File: src/rtl/add_subt_normalizer.sv
// Post-adder normalizer: leading-zero count, left/right shift and
// exponent adjust in a three-step FSM ahead of the rounding stage.
// Ports:
//   clk, rst       clock, synchronous active-high reset
//   load_i         start pulse, accepted only in IDLE
//   Add_Sub_op_i   effective op (0 add, 1 subtract)
//   C_i            carry-out of the mantissa adder
//   Data_i, Exp_i  sum magnitude and biased exponent
//   Data_o, Exp_o  normalized significand and exponent
//   Shift_o        applied left-shift amount (0 on right shift)
//   busy_o         high in COUNT and SHIFT
//   ready_o        one-cycle pulse after the result is complete
//   zero_o, overflow_o, underflow_o  result flags
// Build option: define NORM_STICKY_EN to OR the dropped bit into
// Data_o[0] on a right shift.
module add_subt_normalizer #(
    parameter int SWR = 26,
    parameter int EWR = 8,
    parameter int SHW = 5
) (
    input  logic           clk,
    input  logic           rst,
    input  logic           load_i,
    input  logic           Add_Sub_op_i,
    input  logic           C_i,
    input  logic [SWR-1:0] Data_i,
    input  logic [EWR-1:0] Exp_i,
    output logic [SWR-1:0] Data_o,
    output logic [EWR-1:0] Exp_o,
    output logic [SHW-1:0] Shift_o,
    output logic           busy_o,
    output logic           ready_o,
    output logic           zero_o,
    output logic           overflow_o,
    output logic           underflow_o
);

    localparam int CW = ((EWR > SHW) ? EWR : SHW) + 1;

    typedef enum logic [1:0] {
        IDLE,
        COUNT,
        SHIFT,
        DONE
    } state_t;

    state_t         state;
    logic [SWR-1:0] d_q;
    logic [EWR-1:0] e_q;
    logic           c_q;
    logic           op_q;
    logic [SHW-1:0] lz_q;
    logic           rs_q;

    function automatic logic [SHW-1:0] lzc(input logic [SWR-1:0] v);
        logic [SHW-1:0] n;
        logic           hit;
        n   = '0;
        hit = 1'b0;
        for (int i = SWR - 1; i >= 0; i--) begin
            if (!hit) begin
                if (v[i]) hit = 1'b1;
                else      n   = n + 1'b1;
            end
        end
        return n;
    endfunction

    logic [CW-1:0]  lz_w;
    logic [CW-1:0]  e_w;
    logic           clamp;
    logic [SHW-1:0] sh_amt;
    logic [EWR-1:0] e_left;
    logic [SWR-1:0] d_left;
    logic [EWR:0]   e_inc;
    logic           ovf;
    logic [EWR-1:0] e_right;
    logic [SWR-1:0] d_right;

    always_comb begin
        lz_w   = CW'(lz_q);
        e_w    = CW'(e_q);
        // Exponent cannot go below zero: stop shifting at Exp.
        clamp  = lz_w > e_w;
        sh_amt = clamp ? SHW'(e_q) : lz_q;
        e_left = clamp ? '0 : EWR'(e_w - lz_w);
        d_left = d_q << sh_amt;
        e_inc  = {1'b0, e_q} + 1'b1;
        // Saturate at all-ones; also covers Exp already all-ones.
        ovf     = e_inc >= {1'b0, {EWR{1'b1}}};
        e_right = ovf ? {EWR{1'b1}} : e_inc[EWR-1:0];
`ifdef NORM_STICKY_EN
        d_right = {1'b1, d_q[SWR-1:2], d_q[1] | d_q[0]};
`else
        d_right = {1'b1, d_q[SWR-1:1]};
`endif
    end

    always_ff @(posedge clk) begin
        if (rst) begin
            state       <= IDLE;
            d_q         <= '0;
            e_q         <= '0;
            c_q         <= 1'b0;
            op_q        <= 1'b0;
            lz_q        <= '0;
            rs_q        <= 1'b0;
            Data_o      <= '0;
            Exp_o       <= '0;
            Shift_o     <= '0;
            busy_o      <= 1'b0;
            ready_o     <= 1'b0;
            zero_o      <= 1'b0;
            overflow_o  <= 1'b0;
            underflow_o <= 1'b0;
        end else begin
            ready_o <= 1'b0;
            unique case (state)
                IDLE: begin
                    if (load_i) begin
                        d_q    <= Data_i;
                        e_q    <= Exp_i;
                        c_q    <= C_i;
                        op_q   <= Add_Sub_op_i;
                        busy_o <= 1'b1;
                        state  <= COUNT;
                    end
                end
                COUNT: begin
                    lz_q  <= lzc(d_q);
                    // A carry on subtract is a positive difference.
                    rs_q  <= c_q & ~op_q;
                    state <= SHIFT;
                end
                SHIFT: begin
                    zero_o      <= 1'b0;
                    overflow_o  <= 1'b0;
                    underflow_o <= 1'b0;
                    if (rs_q) begin
                        Data_o     <= d_right;
                        Exp_o      <= e_right;
                        Shift_o    <= '0;
                        overflow_o <= ovf;
                    end else if (d_q == '0) begin
                        Data_o  <= '0;
                        Exp_o   <= '0;
                        Shift_o <= '0;
                        zero_o  <= 1'b1;
                    end else begin
                        Data_o      <= d_left;
                        Exp_o       <= e_left;
                        Shift_o     <= sh_amt;
                        underflow_o <= clamp;
                    end
                    busy_o <= 1'b0;
                    state  <= DONE;
                end
                DONE: begin
                    ready_o <= 1'b1;
                    state   <= IDLE;
                end
                default: state <= IDLE;
            endcase
        end
    end

endmodule
File: config.mk
export PLATFORM = sky130hd
export DESIGN_NAME = add_subt_normalizer
export DESIGN_NICKNAME = d
export VERILOG_FILES = /design/src/rtl/add_subt_normalizer.sv
export SDC_FILE = /design/constraint.sdc
export NUM_CORES = 1
export LEC_CHECK = 0
export ABC_AREA = 1
export BUFFER_PORTS_ARGS = -buffer_cell sky130_fd_sc_hd__buf_2
export CAP_MARGIN = 20
export CORE_UTILIZATION = 30
export CTS_CLUSTER_DIAMETER = 100
export DETAILED_ROUTE_END_ITERATION = 10
export PLACE_DENSITY = 0.56
export SETUP_SLACK_MARGIN = 0.05
export SKIP_CTS_REPAIR_TIMING = 1
export SLEW_MARGIN = 20
export SYNTH_ARGS = -nofsm -noshare
export SYNTH_HDL_FRONTEND = slang
export SYNTH_SLANG_ARGS = --single-unit
File: constraint.sdc
create_clock -name clk -period 17.8 [get_ports clk]
set_input_delay 2.67 -clock clk [delete_from_list [all_inputs] [get_ports clk]]
set_output_delay 2.67 -clock clk [all_outputs]
set_load 0.02 [all_outputs]
==> results.tsv <==
metric	value	unit
status	finished, final reports clean	
num_antenna_cells	0	
crit_path_top_delay_cell	dfxtp_1	
slew_viol_final	0	
synth_top_cell_area_share	0.244	
synth_area	7210	um2
ios	83	
ant_nets	0	
rrSetupSlack	7390	ps
end_kind	flop	
synth_top_family_by_area	simple AND/OR/NAND/NOR gates	
min_period_over_period	0.585	
synthXorXnorAreaFrac	0.0231	
ys_seq_area_frac	0.244	
synthAdderAreaFrac	0.0618	
critical_path.top_delay_family	adder cells	
io_buffer_count	82	
tns	0	ps
skew	7.25	ps
synthMuxAreaShare	0.00278	
utilization	0.347	
start_util	0.306	
drt_iter0_markers	453	
synth_cell_type_count	48	
dp_hpwl	16.5	mm
grt_overflow	0	
cp.arrival	10700	ps
antenna_found_initial	0	
cts_tree	built	
netlist_top_cells_count	339 x nand2_1, 141 x o21ai_0, 138 x inv_1, 88 x dfxtp_1, 88 x nor2_1	
root_buffer	clkbuf_16	
synth_ff_type	dfxtp_1	
hold_viol	0	
drv_cap	0	
cp_max_fo	5	
rows	56	
grt_pass1_vias	7094	
fmax	96.1	MHz
numCtsBuffers	9	
die_w	157	um
synth-seq-cells	88	
synth-edff-count	0	
clock_path_buffers	2	
grt_usage	0.181	
synth_compound_area_frac	0.213	
crit_buf_inv	11	
drive_above_1_share	0.123	
final_cell_area	8160	um2
cts.reportedPaths.clkPinSlew	70	ps
synth.area.top_cells	dfxtp_1 24%, nand2_1 18%, o21ai_0 9.8%	
wl_per_cell	13.8	um
place_congestion	0.894	
avgSynthCellArea	6.15	um2
critical_path_class	reg2reg	
relSlewSlack	0.313	
synth-simple-area-share	0.344	
die_y	157	um
wirelength	21.4	mm
grt_pass1_wl	35.5	mm
cpMostUsedCell	nand2_1	
crit_required	18090	ps
num_vias	7518	
first_pass_iters	5	
setup_viol_count_final	0	
place_area	7870	um2
grt_start_max_net_pins	63	
rsz0062_at_grt	no	
clkSinkCount	88	
start_kind	flop	
worstMarginPinSlew	1030	ps
syn2layout_area_growth	13.2	%
core_area	23500	um2
htree_levels	3	
dieArea	24700	um2
synth.largest_area_cell	dfxtp_1	
vias_per_cell	4.85	
post-route-min-period	10410	ps
cp_slowest_stage_delay	400	ps
synth.most_common_cell	nand2_1	
final_nets	1300	
drc	0	
synth_cells	1172	
insertion_delay	350	ps
holdCritPathClass	reg2reg	
async_reset_ff_frac	0	
syn-num-nets	1246	
yosysWarnings	0	
registers in the layout, summed over array words and instances, names as in the netlist, 2 cells and up:
| register | cells |
|---|---|
| Exp_o | 8 |
| Data_o | 26 |
| state | 2 |
| d_q | 26 |
| lz_q | 5 |
| e_q | 8 |
| Shift_o | 5 |
cell usage in the layout (no fill, tap or decap), types with 5 or more instances in the layout:
cell type | netlist | routed
a21oi_1 | 68 | 68
xor2_1 | 16 | 16
nand2_1 | 339 | 338
buf_4 | 1 | 7
nand4_1 | 9 | 9
a221oi_1 | 6 | 6
nand3_1 | 74 | 74
nor2_8 | 6 | 6
o21ai_0 | 141 | 138
inv_1 | 138 | 138
o211ai_1 | 14 | 14
inv_2 | 5 | 5
buf_2 | 0 | 82
nor3_1 | 9 | 9
clkbuf_16 | 0 | 9
dfxtp_1 | 88 | 88
a31oi_1 | 24 | 24
inv_4 | 7 | 7
ha_1 | 34 | 34
nor2_4 | 12 | 12
nor2_1 | 88 | 88
kinds of logic (layout without fill, tap and decap cells):
family,count (synthesis),in the layout
AOI/OAI and AO/OA,276,276
and+or+nand+nor,554,554
buffers and inverters,198,257
xor gates and xnor gates,19,19
muxes,2,2
DFF,88,88
adders and majority gates,35,35
layer usage:
metal  vias to the layer above  part of all wire  GRT usage  wire, um
met1                      3374              0.51      0.248     11000
met2                       141              0.44      0.297      9510
met4                         0             0.016     0.0560       340
li1                       3981                 -          -         -
met5                         -                 0          0         0
met3                        22             0.030     0.0160       640
final cells by class:
cell class	count	area, um2
Sequential cell	88	1760
Tap cell	319	399
Multi-Input combinational cell	886	4660
Clock buffer	9	225
Clock inverter	7	61.3
Timing Repair Buffer	89	463
Inverter	152	594
Fill cell	2692	15400
worst min-delay path: stages, from the launching register on:
cell and delay, ps:
dfxtp_1 310, nand2_1 60, a21oi_1 50
worst paths after layout:
check,end,cells after the start,startpoint
max,lz_q[4],76,d_q[24]
min,Shift_o[3],2,Shift_o[3]
max reg2reg,lz_q[4],76,d_q[24]
min reg2reg,Shift_o[3],2,Shift_o[3]
metrics by stage:
step | setup WS, ps | hold slack, ps | std cells
2_1_floorplan | 8380 | 429 | 1172
3_3_place_gp | 7730 | 448 | 1534
4_1_cts | 7360 | 472 | 1550
5_1_grt | 6020 | 489 | 1550
3_5_place_dp | 7430 | 461 | 1534
6_report | 7390 | 469 | 1550
Power is left out: the tool's default activity adds up to more than one toggle a clock period on the data nets, which glitch-free logic cannot reach.
